File: src/rtl/axis_pid_mc_v2_0.sv
// axis_pid_mc_v2_0: time-multiplexed multichannel PI(D) regulator with
// AXI4-Stream reference/feedback/output ports, channel selected by tdest.
// One shared datapath walks IDLE -> ERR -> MUL -> SUM -> OUT per update.
// Optional derivative term: define AXIS_PID_DERIVATIVE_EN.
module axis_pid_mc_v2_0 #(
    parameter int inout_width            = 16,
    parameter int inout_decimal_width    = 14,
    parameter int gain_width             = 16,
    parameter int gain_decimal_width     = 14,
    parameter int internal_width         = 32,
    parameter int internal_decimal_width = 24,
    parameter int channels               = 4,
    parameter int chan_width             = (channels > 1) ? $clog2(channels) : 1
) (
    input  logic                               aclk,
    input  logic                               resetn,
    input  logic [channels*gain_width-1:0]     kp,
    input  logic [channels*gain_width-1:0]     ki,
`ifdef AXIS_PID_DERIVATIVE_EN
    input  logic [channels*gain_width-1:0]     kd,
`endif
    input  logic signed [inout_width-1:0]      output_max,
    input  logic signed [inout_width-1:0]      output_min,
    input  logic [channels-1:0]                integrator_clear,
    input  logic signed [inout_width-1:0]      s_axis_reference_tdata,
    input  logic [chan_width-1:0]              s_axis_reference_tdest,
    input  logic                               s_axis_reference_tvalid,
    output logic                               s_axis_reference_tready,
    input  logic signed [inout_width-1:0]      s_axis_input_tdata,
    input  logic [chan_width-1:0]              s_axis_input_tdest,
    input  logic                               s_axis_input_tvalid,
    output logic                               s_axis_input_tready,
    output logic signed [inout_width-1:0]      m_axis_output_tdata,
    output logic [chan_width-1:0]              m_axis_output_tdest,
    output logic                               m_axis_output_tlast,
    output logic                               m_axis_output_tvalid,
    input  logic                               m_axis_output_tready
);

    localparam int EW  = inout_width + 1;   // error e = ref - input
    localparam int DEW = EW + 1;            // error difference e - e_prev
    localparam int PW  = DEW + gain_width;  // full-precision product
    // product realignment to the internal fixed-point format
    localparam int SH  = inout_decimal_width + gain_decimal_width - internal_decimal_width;
    localparam int SHR = (SH > 0) ? SH : 0;
    localparam int SHL = (SH < 0) ? -SH : 0;
    // I/O <-> internal format shift
    localparam int LS  = internal_decimal_width - inout_decimal_width;
    localparam int LSL = (LS > 0) ? LS : 0;
    localparam int LSR = (LS < 0) ? -LS : 0;
    // working width: wide enough that p + integ + d never wraps
    localparam int W0  = (PW > internal_width) ? PW : internal_width;
    localparam int W1  = (W0 > inout_width + LSL) ? W0 : inout_width + LSL;
    localparam int AW  = W1 + SHL + 3;

    localparam logic signed [AW-1:0] IMAX = AW'({1'b0, {(internal_width-1){1'b1}}});
    localparam logic signed [AW-1:0] IMIN = ~IMAX;

    function automatic logic signed [AW-1:0] align_prod(input logic signed [PW-1:0] v);
        return (AW'(v) >>> SHR) <<< SHL;
    endfunction

    function automatic logic signed [AW-1:0] io_to_int(input logic signed [inout_width-1:0] v);
        return (AW'(v) <<< LSL) >>> LSR;
    endfunction

    function automatic logic signed [inout_width-1:0] int_to_io(input logic signed [AW-1:0] v);
        return inout_width'((v >>> LSL) <<< LSR);
    endfunction

    typedef enum logic [2:0] {S_IDLE, S_ERR, S_MUL, S_SUM, S_OUT} state_t;
    state_t state;

    logic signed [inout_width-1:0]    ref_mem   [channels];
    logic signed [internal_width-1:0] integ_mem [channels];
    logic [channels-1:0]              sat_hi_mem, sat_lo_mem;

    logic [chan_width-1:0]            ch_r;
    logic signed [inout_width-1:0]    x_r, r_r;
    logic signed [EW-1:0]             e_r;
    logic signed [internal_width-1:0] integ_r;
    logic                             shi_r, slo_r;
    logic signed [AW-1:0]             p_r, iinc_r;

    logic signed [gain_width-1:0]     g_p, g_i;
    logic signed [PW-1:0]             prod_p, prod_i;
    logic signed [AW-1:0]             integ_sum, integ_n, u, u_cl, lim_hi, lim_lo;
    logic                             do_int, u_hi, u_lo;
    logic signed [inout_width-1:0]    y;

`ifdef AXIS_PID_DERIVATIVE_EN
    logic signed [EW-1:0]             eprev_mem [channels];
    logic signed [EW-1:0]             eprev_r;
    logic signed [AW-1:0]             d_r;
    logic signed [gain_width-1:0]     g_d;
    logic signed [PW-1:0]             prod_d;
`endif

    // MUL stage: per-channel gain select and full-precision products
    always_comb begin
        g_p    = kp[ch_r*gain_width +: gain_width];
        g_i    = ki[ch_r*gain_width +: gain_width];
        prod_p = PW'(e_r) * PW'(g_p);
        prod_i = PW'(e_r) * PW'(g_i);
`ifdef AXIS_PID_DERIVATIVE_EN
        g_d    = kd[ch_r*gain_width +: gain_width];
        prod_d = PW'(DEW'(e_r) - DEW'(eprev_r)) * PW'(g_d);
`endif
    end

    // SUM stage: conditional integration with saturation, output clamp
    always_comb begin
        integ_sum = AW'(integ_r) + iinc_r;
        // integrate unless it would push further into the active limit
        do_int = (!shi_r && !slo_r) ||
                 (shi_r && iinc_r[AW-1]) ||
                 (slo_r && !iinc_r[AW-1] && (iinc_r != '0));
        if (!do_int)                integ_n = AW'(integ_r);
        else if (integ_sum > IMAX)  integ_n = IMAX;
        else if (integ_sum < IMIN)  integ_n = IMIN;
        else                        integ_n = integ_sum;
`ifdef AXIS_PID_DERIVATIVE_EN
        u = p_r + integ_n + d_r;
`else
        u = p_r + integ_n;
`endif
        lim_hi = io_to_int(output_max);
        lim_lo = io_to_int(output_min);
        u_hi   = (u > lim_hi);
        u_lo   = (u < lim_lo);
        u_cl   = u_hi ? lim_hi : (u_lo ? lim_lo : u);
        y      = int_to_io(u_cl);
    end

    // Update FSM, per-channel state storage, reference capture, clears
    always_ff @(posedge aclk) begin
        if (!resetn) begin
            state                   <= S_IDLE;
            s_axis_input_tready     <= 1'b0;
            s_axis_reference_tready <= 1'b0;
            m_axis_output_tdata     <= '0;
            m_axis_output_tdest     <= '0;
            m_axis_output_tlast     <= 1'b0;
            m_axis_output_tvalid    <= 1'b0;
            ch_r    <= '0;
            x_r     <= '0;
            r_r     <= '0;
            e_r     <= '0;
            integ_r <= '0;
            shi_r   <= 1'b0;
            slo_r   <= 1'b0;
            p_r     <= '0;
            iinc_r  <= '0;
            sat_hi_mem <= '0;
            sat_lo_mem <= '0;
            for (int n = 0; n < channels; n++) begin
                ref_mem[n]   <= '0;
                integ_mem[n] <= '0;
            end
`ifdef AXIS_PID_DERIVATIVE_EN
            eprev_r <= '0;
            d_r     <= '0;
            for (int n = 0; n < channels; n++) eprev_mem[n] <= '0;
`endif
        end else begin
            s_axis_reference_tready <= 1'b1;
            if (s_axis_reference_tvalid && s_axis_reference_tready &&
                int'(s_axis_reference_tdest) < channels)
                ref_mem[s_axis_reference_tdest] <= s_axis_reference_tdata;

            case (state)
                S_IDLE: begin
                    s_axis_input_tready <= 1'b1;
                    // out-of-range tdest is consumed here and never reaches the datapath
                    if (s_axis_input_tvalid && s_axis_input_tready &&
                        int'(s_axis_input_tdest) < channels) begin
                        ch_r  <= s_axis_input_tdest;
                        x_r   <= s_axis_input_tdata;
                        r_r   <= ref_mem[s_axis_input_tdest];
                        s_axis_input_tready <= 1'b0;
                        state <= S_ERR;
                    end
                end
                S_ERR: begin
                    e_r     <= EW'(r_r) - EW'(x_r);
                    integ_r <= integ_mem[ch_r];
                    shi_r   <= sat_hi_mem[ch_r];
                    slo_r   <= sat_lo_mem[ch_r];
`ifdef AXIS_PID_DERIVATIVE_EN
                    eprev_r <= eprev_mem[ch_r];
`endif
                    state   <= S_MUL;
                end
                S_MUL: begin
                    p_r    <= align_prod(prod_p);
                    iinc_r <= align_prod(prod_i);
`ifdef AXIS_PID_DERIVATIVE_EN
                    d_r    <= align_prod(prod_d);
`endif
                    state  <= S_SUM;
                end
                S_SUM: begin
                    integ_mem[ch_r]  <= internal_width'(integ_n);
                    sat_hi_mem[ch_r] <= u_hi;
                    sat_lo_mem[ch_r] <= u_lo;
`ifdef AXIS_PID_DERIVATIVE_EN
                    eprev_mem[ch_r]  <= e_r;
`endif
                    m_axis_output_tdata  <= y;
                    m_axis_output_tdest  <= ch_r;
                    m_axis_output_tlast  <= (ch_r == chan_width'(channels - 1));
                    m_axis_output_tvalid <= 1'b1;
                    state <= S_OUT;
                end
                S_OUT: begin
                    if (m_axis_output_tready) begin
                        m_axis_output_tvalid <= 1'b0;
                        s_axis_input_tready  <= 1'b1;
                        state <= S_IDLE;
                    end
                end
                default: state <= S_IDLE;
            endcase

            // clear is applied last so it overrides a same-cycle SUM write
            for (int n = 0; n < channels; n++) begin
                if (integrator_clear[n]) begin
                    integ_mem[n]  <= '0;
                    sat_hi_mem[n] <= 1'b0;
                    sat_lo_mem[n] <= 1'b0;
`ifdef AXIS_PID_DERIVATIVE_EN
                    eprev_mem[n]  <= '0;
`endif
                end
            end
        end
    end

endmodule
File: config.mk
export PLATFORM = sky130hd
export DESIGN_NAME = axis_pid_mc_v2_0
export DESIGN_NICKNAME = d
export VERILOG_FILES = /design/src/rtl/axis_pid_mc_v2_0.sv
export SDC_FILE = /design/constraint.sdc
export NUM_CORES = 2
export LEC_CHECK = 0
export ABC_AREA = 1
export BUFFER_PORTS_ARGS = -buffer_cell sky130_fd_sc_hd__buf_4
export CAP_MARGIN = 20
export CORE_UTILIZATION = 35
export DETAILED_ROUTE_END_ITERATION = 12
export GPL_ROUTABILITY_DRIVEN = 0
export GPL_TIMING_DRIVEN = 0
export PLACE_DENSITY_LB_ADDON = 0.1
export SYNTH_ARGS = -nofsm -noshare
export SYNTH_HDL_FRONTEND = slang
export SYNTH_SLANG_ARGS = --single-unit
File: constraint.sdc
create_clock -name aclk -period 8.4 [get_ports aclk]
set_input_delay 2.52 -clock aclk [delete_from_list [all_inputs] [get_ports aclk]]
set_output_delay 2.52 -clock aclk [all_outputs]
set_load 0.05 [all_outputs]
======== Yosys cells after proc, flatten, opt, wreduce, memory -nomap -nowiden ========
Memory sizes are Yosys's and may differ from the RTL's. A register that Yosys moved wholly into a read port is not among the register bits.
Cells that the tools add are included.
cells by class
  bitwise logic cells ..................... 17
  reduce and logical (&&, ||, !) cells .... 27
  add/sub/neg operators ................... 3
  mux-type cells .......................... 48
  magnitude comparators ................... 6
  eq/ne operators ......................... 11
  shift operators ......................... 2
  multipliers ............................. 2
operator list
  cell                    number
  $mux W32                4
  $shiftx A64 B7 Y16      2
  $mux W37                3
  $mul A17 B16 Y33        2
  $mux W26                2
  $add A29 B37 Y37        1
  $gt A37 B26 Y1          1
  $lt A37 B26 Y1          1
  $reduce_bool A37 Y1     1
  $add A32 B29 Y33        1
  $gt A33 B32 Y1 const B  1
  $lt A33 B32 Y1 const B  1
  $mux W1                 27
  $sub A16 B16 Y17        1
  $mux W16                1
  $reduce_or A16 Y1       1
  $pmux W3 S5             1
  $eq A2 B2 Y1 const B    5
  $and A1 B1 Y1           8
  $bwmux W4               2
  $reduce_and A2 Y1       4
  $reduce_or A2 Y1        4
  $logic_and A1 B1 Y1     7
  $eq A3 B2 Y1 const B    2
  other kinds (16)        33
word-level totals
  register bits ........................... 128
  output and inout bits ................... 22
  input port bits ......................... 205
  word-level logic and storage cells ...... 140
  memories ................................ 2
  RAM bits ................................ 192
memory list
  name       words  bits a word  rd ports  clocked after Yosys merged registers in  write ports  line  text
  integ_mem  4      32           1         1                                        5            75    logic signed [internal_width-1:0] integ_mem [channels];
  ref_mem    4      16           1         1                                        4            74    logic signed [inout_width-1:0] ref_mem [channels];

======== Depth between registers and ports, before layout ========
  depth in word-level cells ............... 9
  mapped depth ............................ 44
  depth with buffers taken out ............ 43

======== Worst setup path after synthesis ========
Ideal clock, no wire load.
  path type ............................... input to register
  from .................................... input ki[19]
  to ...................................... register iinc_r[25]
  required time ........................... 8.342 ns
  cell stages on the path ................. 22
  arrival time ............................ 8.098 ns
  slack ................................... 0.244 ns
  buffers on the path ..................... 0
  cells stage by stage .................... a22oi_1 inv_1 a221oi_2 nor2_1 fa_1 fa_1 inv_1 fa_1 fa_1 fa_1 fa_1 inv_1 ha_1 nand2_1 o21ai_0 a211oi_1 o21a_1 o31ai_1 or2_2 nand3_1 o211ai_1 inv_1
between the ends
  longest elaborated chain between the ends .. 2
RTL lines
  item                  line  text
  from (decl)           18    input logic [channels*gain_width-1:0] ki,
  $shiftx A64 B7 Y16    102   g_i = ki[ch_r*gain_width +: gain_width];
  $mul A17 B16 Y33      104   prod_i = PW'(e_r) * PW'(g_i);
  to (signal assigned)  196   iinc_r <= align_prod(prod_i);
  to (decl)             83    logic signed [AW-1:0] p_r, iinc_r;
No other way between the ends.
A chain may end at the register's enable or synchronous reset.

======== Worst setup path after layout ========
  from .................................... input kp[58]
  to ...................................... register p_r[19]
between the ends
  longest elaborated chain between the ends .. 2
RTL lines
  item                  line  text
  from (decl)           17    input logic [channels*gain_width-1:0] kp,
  $shiftx A64 B7 Y16    101   g_p = kp[ch_r*gain_width +: gain_width];
  $mul A17 B16 Y33      103   prod_p = PW'(e_r) * PW'(g_p);
  to (signal assigned)  195   p_r <= align_prod(prod_p);
  to (decl)             83
No other way between the ends.

==> flow_summary.toml <==
[status]
status = "complete, no violations"

[synthesis]
async_flop_share_pct = 0
synthTopCellsByCount = "960 x inv_1, 747 x nand2_1, 705 x nor2_1"
yosys_warnings = 0
synth_top_area_cell = "fa_1"
avgSynthCellArea_um2 = 8.20
yosysMostFrequentCell = "inv_1"
postSynthCellCount = 5131
yosysTopAreaCellShare_pct = 26.4
synthDistinctLibCells = 59
synth-seq-cells = 368
synth_edf_count = 192
syn_area_um2 = 42100
synth_area_leaders = "fa_1 26%, edfxtp_1 14%, ha_1 8.8%"
synthFlopType = "edfxtp_1"
seq_area_frac_synth_pct = 22.1
syn_nets = 6187

[detailed_routing]
wl_mm = 157
drt-initial-drc-count = 2612
num_vias = 35937
drtAntennaViolNets = 0
wl_per_cell_um = 22.2
drt-pass1-iter-count = 8
drc = 0
routed_via_density = 5.08

[timing]
period_minus_slack_ns = 8.18
fin_crit_sh_pct = 97.4
setup_viol = 0
max-slew-margin-rel_pct = 18.3
fin_hold_ws_ns = 0.465
hold_violations = 0
max_clock_freq_ghz = 0.122
tightestPinTransition_ns = 1.22
finalClockSkew_ns = 0.0289
slew_viol_final = 0

[critical_path]
crit_top_cell = "fa_1"
cp-end-kind = "flip-flop"
r2r-end = "p_r[23]$_SDFFE_PN0P_"
ff2ff_setup_slack_ns = 0.43
r2r-start = "ch_r[0]$_SDFFE_PN0P_"
crit_slowest_cell = "fa_1"
ff2ff_path_depth = 32
path_class = "input pin to flip-flop"
crit_path_start_kind = "input pin"
cp.required_ns = 8.88
max_stage_delay_ns = 0.64
crit_chain = "buf_4 -> a22o_1 -> a221oi_4 -> buf_12 -> buf_2 -> nor2_1 -> fa_1 -> inv_1 -> fa_1 -> fa_1 -> fa_1 -> fa_1 -> inv_1 -> fa_1 -> ha_1 -> a21oi_1 -> o21a_1 -> o21ai_2 -> a21oi_2 -> o21ai_2 -> a21oi_2 -> xnor2_2 -> o21ai_0 -> inv_1"
worstPathMaxFanout = 10
arrival_ns = 8.65

[floorplan]
die_w_um = 349
pin_count = 227
die_area_um2 = 122000
core_um2 = 119000
floorplan.initialDensity_pct = 35.5
die_y_um = 349
rows = 126

[final_layout]
nets = 6494
fill_cells = 12361
regArea_um2 = 9290
area_growth_pct = 14.2
multi_input_area_um2 = 28500
drive_gt1_share_pct = 10.6
n_antenna_cell = 0

[global_route]
grt_pass1_vias = 36809
grt_pass1_wl_mm = 237
grt_overflow = 0
grt_usage_pct = 26.1
grt_max_degree = 30
grt_antenna_before_repair = 6

[place]
portBuffers = 226
dp.final_hpwl_mm = 128

[clocking]
root_buffer = "clkbuf_16"
clk_latency_ns = 0.61
cts_made_buffers = 44
cts_sinks = 368
htree_num_levels = 2
cts_tree = "built"
cts_buffer_depth = 3
postCtsHoldBufs = 0
clkSlewWorstSetupHoldPaths_ns = 0.06

[min_path]
worstHoldPathCells = 2
holdCritStartpoint = "x_r[10]$_SDFFE_PN0P_"
min-delay-path-class = "flip-flop to flip-flop"
min_to = "x_r[10]$_SDFFE_PN0P_"

[run]
cap_viol_max_count = 0
placed cells by master, fill, tap and decap left out, drive strengths merged, types with 3 or more instances in the layout:
master,instances
fa,555
a31o,4
ha,296
or2,7
nand3b,5
o21a,6
o21bai,13
o211ai,16
nand3,159
clkinv,13
xor2,74
clkbuf,206
a211oi,8
nor2,719
a22o,3
nor3,26
nand4,22
dfxtp,176
a21o,20
a21oi,257
o22ai,6
o221ai,4
a221oi,13
edfxtp,192
xnor2,53
a22oi,111
o21ai,303
clkinvlp,6
a21boi,9
a2111oi,3
o2111a,3
a31oi,68
nand2,762
inv,991
nor4,17
buf,319
and2,20
worst max path at each step:
stage / startpoint / to / slack [ns] / depth (start not counted)
after floorplan: ki[19] / iinc_r[25]$_SDFFE_PN0P_ / 0.24 / 22
after global placement: kp[21] / p_r[19]$_SDFFE_PN0P_ / -1.47 / 26
after detailed placement: kp[21] / p_r[19]$_SDFFE_PN0P_ / -1.42 / 26
after CTS: ki[19] / iinc_r[23]$_SDFFE_PN0P_ / 0.0007 / 24
after global routing: ki[19] / iinc_r[23]$_SDFFE_PN0P_ / -0.01 / 25
final: kp[58] / p_r[19]$_SDFFE_PN0P_ / 0.22 / 24
cell families after synthesis:
kind of cell | Yosys count | synth area share [%]
AO/OA/AOI/OAI | 852 | 12.4
AND/OR/NAND/NOR | 1737 | 16.7
adder cells (fa/ha/maj) | 851 | 35.2
flip-flops | 368 | 22.1
XOR/XNOR | 127 | 2.66
buffers and inverters | 1196 | 11.0
routing by layer:
metal / vias up / GRT usage [%] / wire length (um)
li1: 16856 / - / -
met1: 17812 / 36.3 / 71600
met2: 1087 / 42.9 / 72200
met3: 182 / 3.45 / 9110
met4: 0 / 6.22 / 4130
met5: - / 0 / 0
stage by stage:
| step | instances | instance area, um^2 | TNS (ns) | setup slack, ns | utilization (%) |
|---|---|---|---|---|---|
| 2_1_floorplan | 5131 | 42100 | 0 | 0.244 | - |
| 3_3_place_gp | 6957 | 45800 | -41.25 | -1.47 | 38.6 |
| 3_5_place_dp | 6964 | 45900 | -40.85 | -1.42 | 38.7 |
| 4_1_cts | 7060 | 47700 | 0 | 0.000667 | 40.2 |
| 5_1_grt | 7072 | 48100 | -0.0210 | -0.0123 | 40.5 |
| 6_report | 7072 | 48100 | 0 | 0.221 | 40.5 |
critical path, delay by kind of cell:
| family | cells | cell delay [ns] |
|---|---|---|
| compound gates | 9 | 1.68 |
| xor+xnor | 1 | 0.12 |
| simple gates | 1 | 0.12 |
| buf+inv | 6 | 0.70 |
| fa+ha+maj | 7 | 3.50 |
sequential cells by signal, summed over array words and instances (netlist names):
name / count
ch_r: 2
e_r: 17
iinc_r: 29
integ_mem: 128
integ_r: 32
m_axis_output_tdata: 16
m_axis_output_tdest: 2
m_axis_output_tlast: 1
m_axis_output_tvalid: 1
p_r: 29
r_r: 16
ref_mem: 64
s_axis_input_tready: 1
s_axis_reference_tready: 1
sat_hi_mem: 4
sat_lo_mem: 4
shi_r: 1
slo_r: 1
state: 3
x_r: 16
final cells by class:
class / instances / area share [%]
plain buffers: 198 / 1.92
clock buffers: 61 / 2.49
clock inverters: 19 / 0.414
inverters: 993 / 7.79
multi-input cells: 3567 / 59.3
flip-flops and latches: 368 / 19.3
well taps: 1600 / 4.16
repair buffers: 266 / 4.56
repair_timing:
action / 4_1_cts / 5_1_grt
endpoints found under the setup margin: 37 / 47
buffers inserted: 20 / 11
pin swaps: 0 / 6
resized for setup: 48 / 73
Power is left out: the tool's default activity adds up to more than one toggle a clock period on the data nets, which glitch-free logic cannot reach.
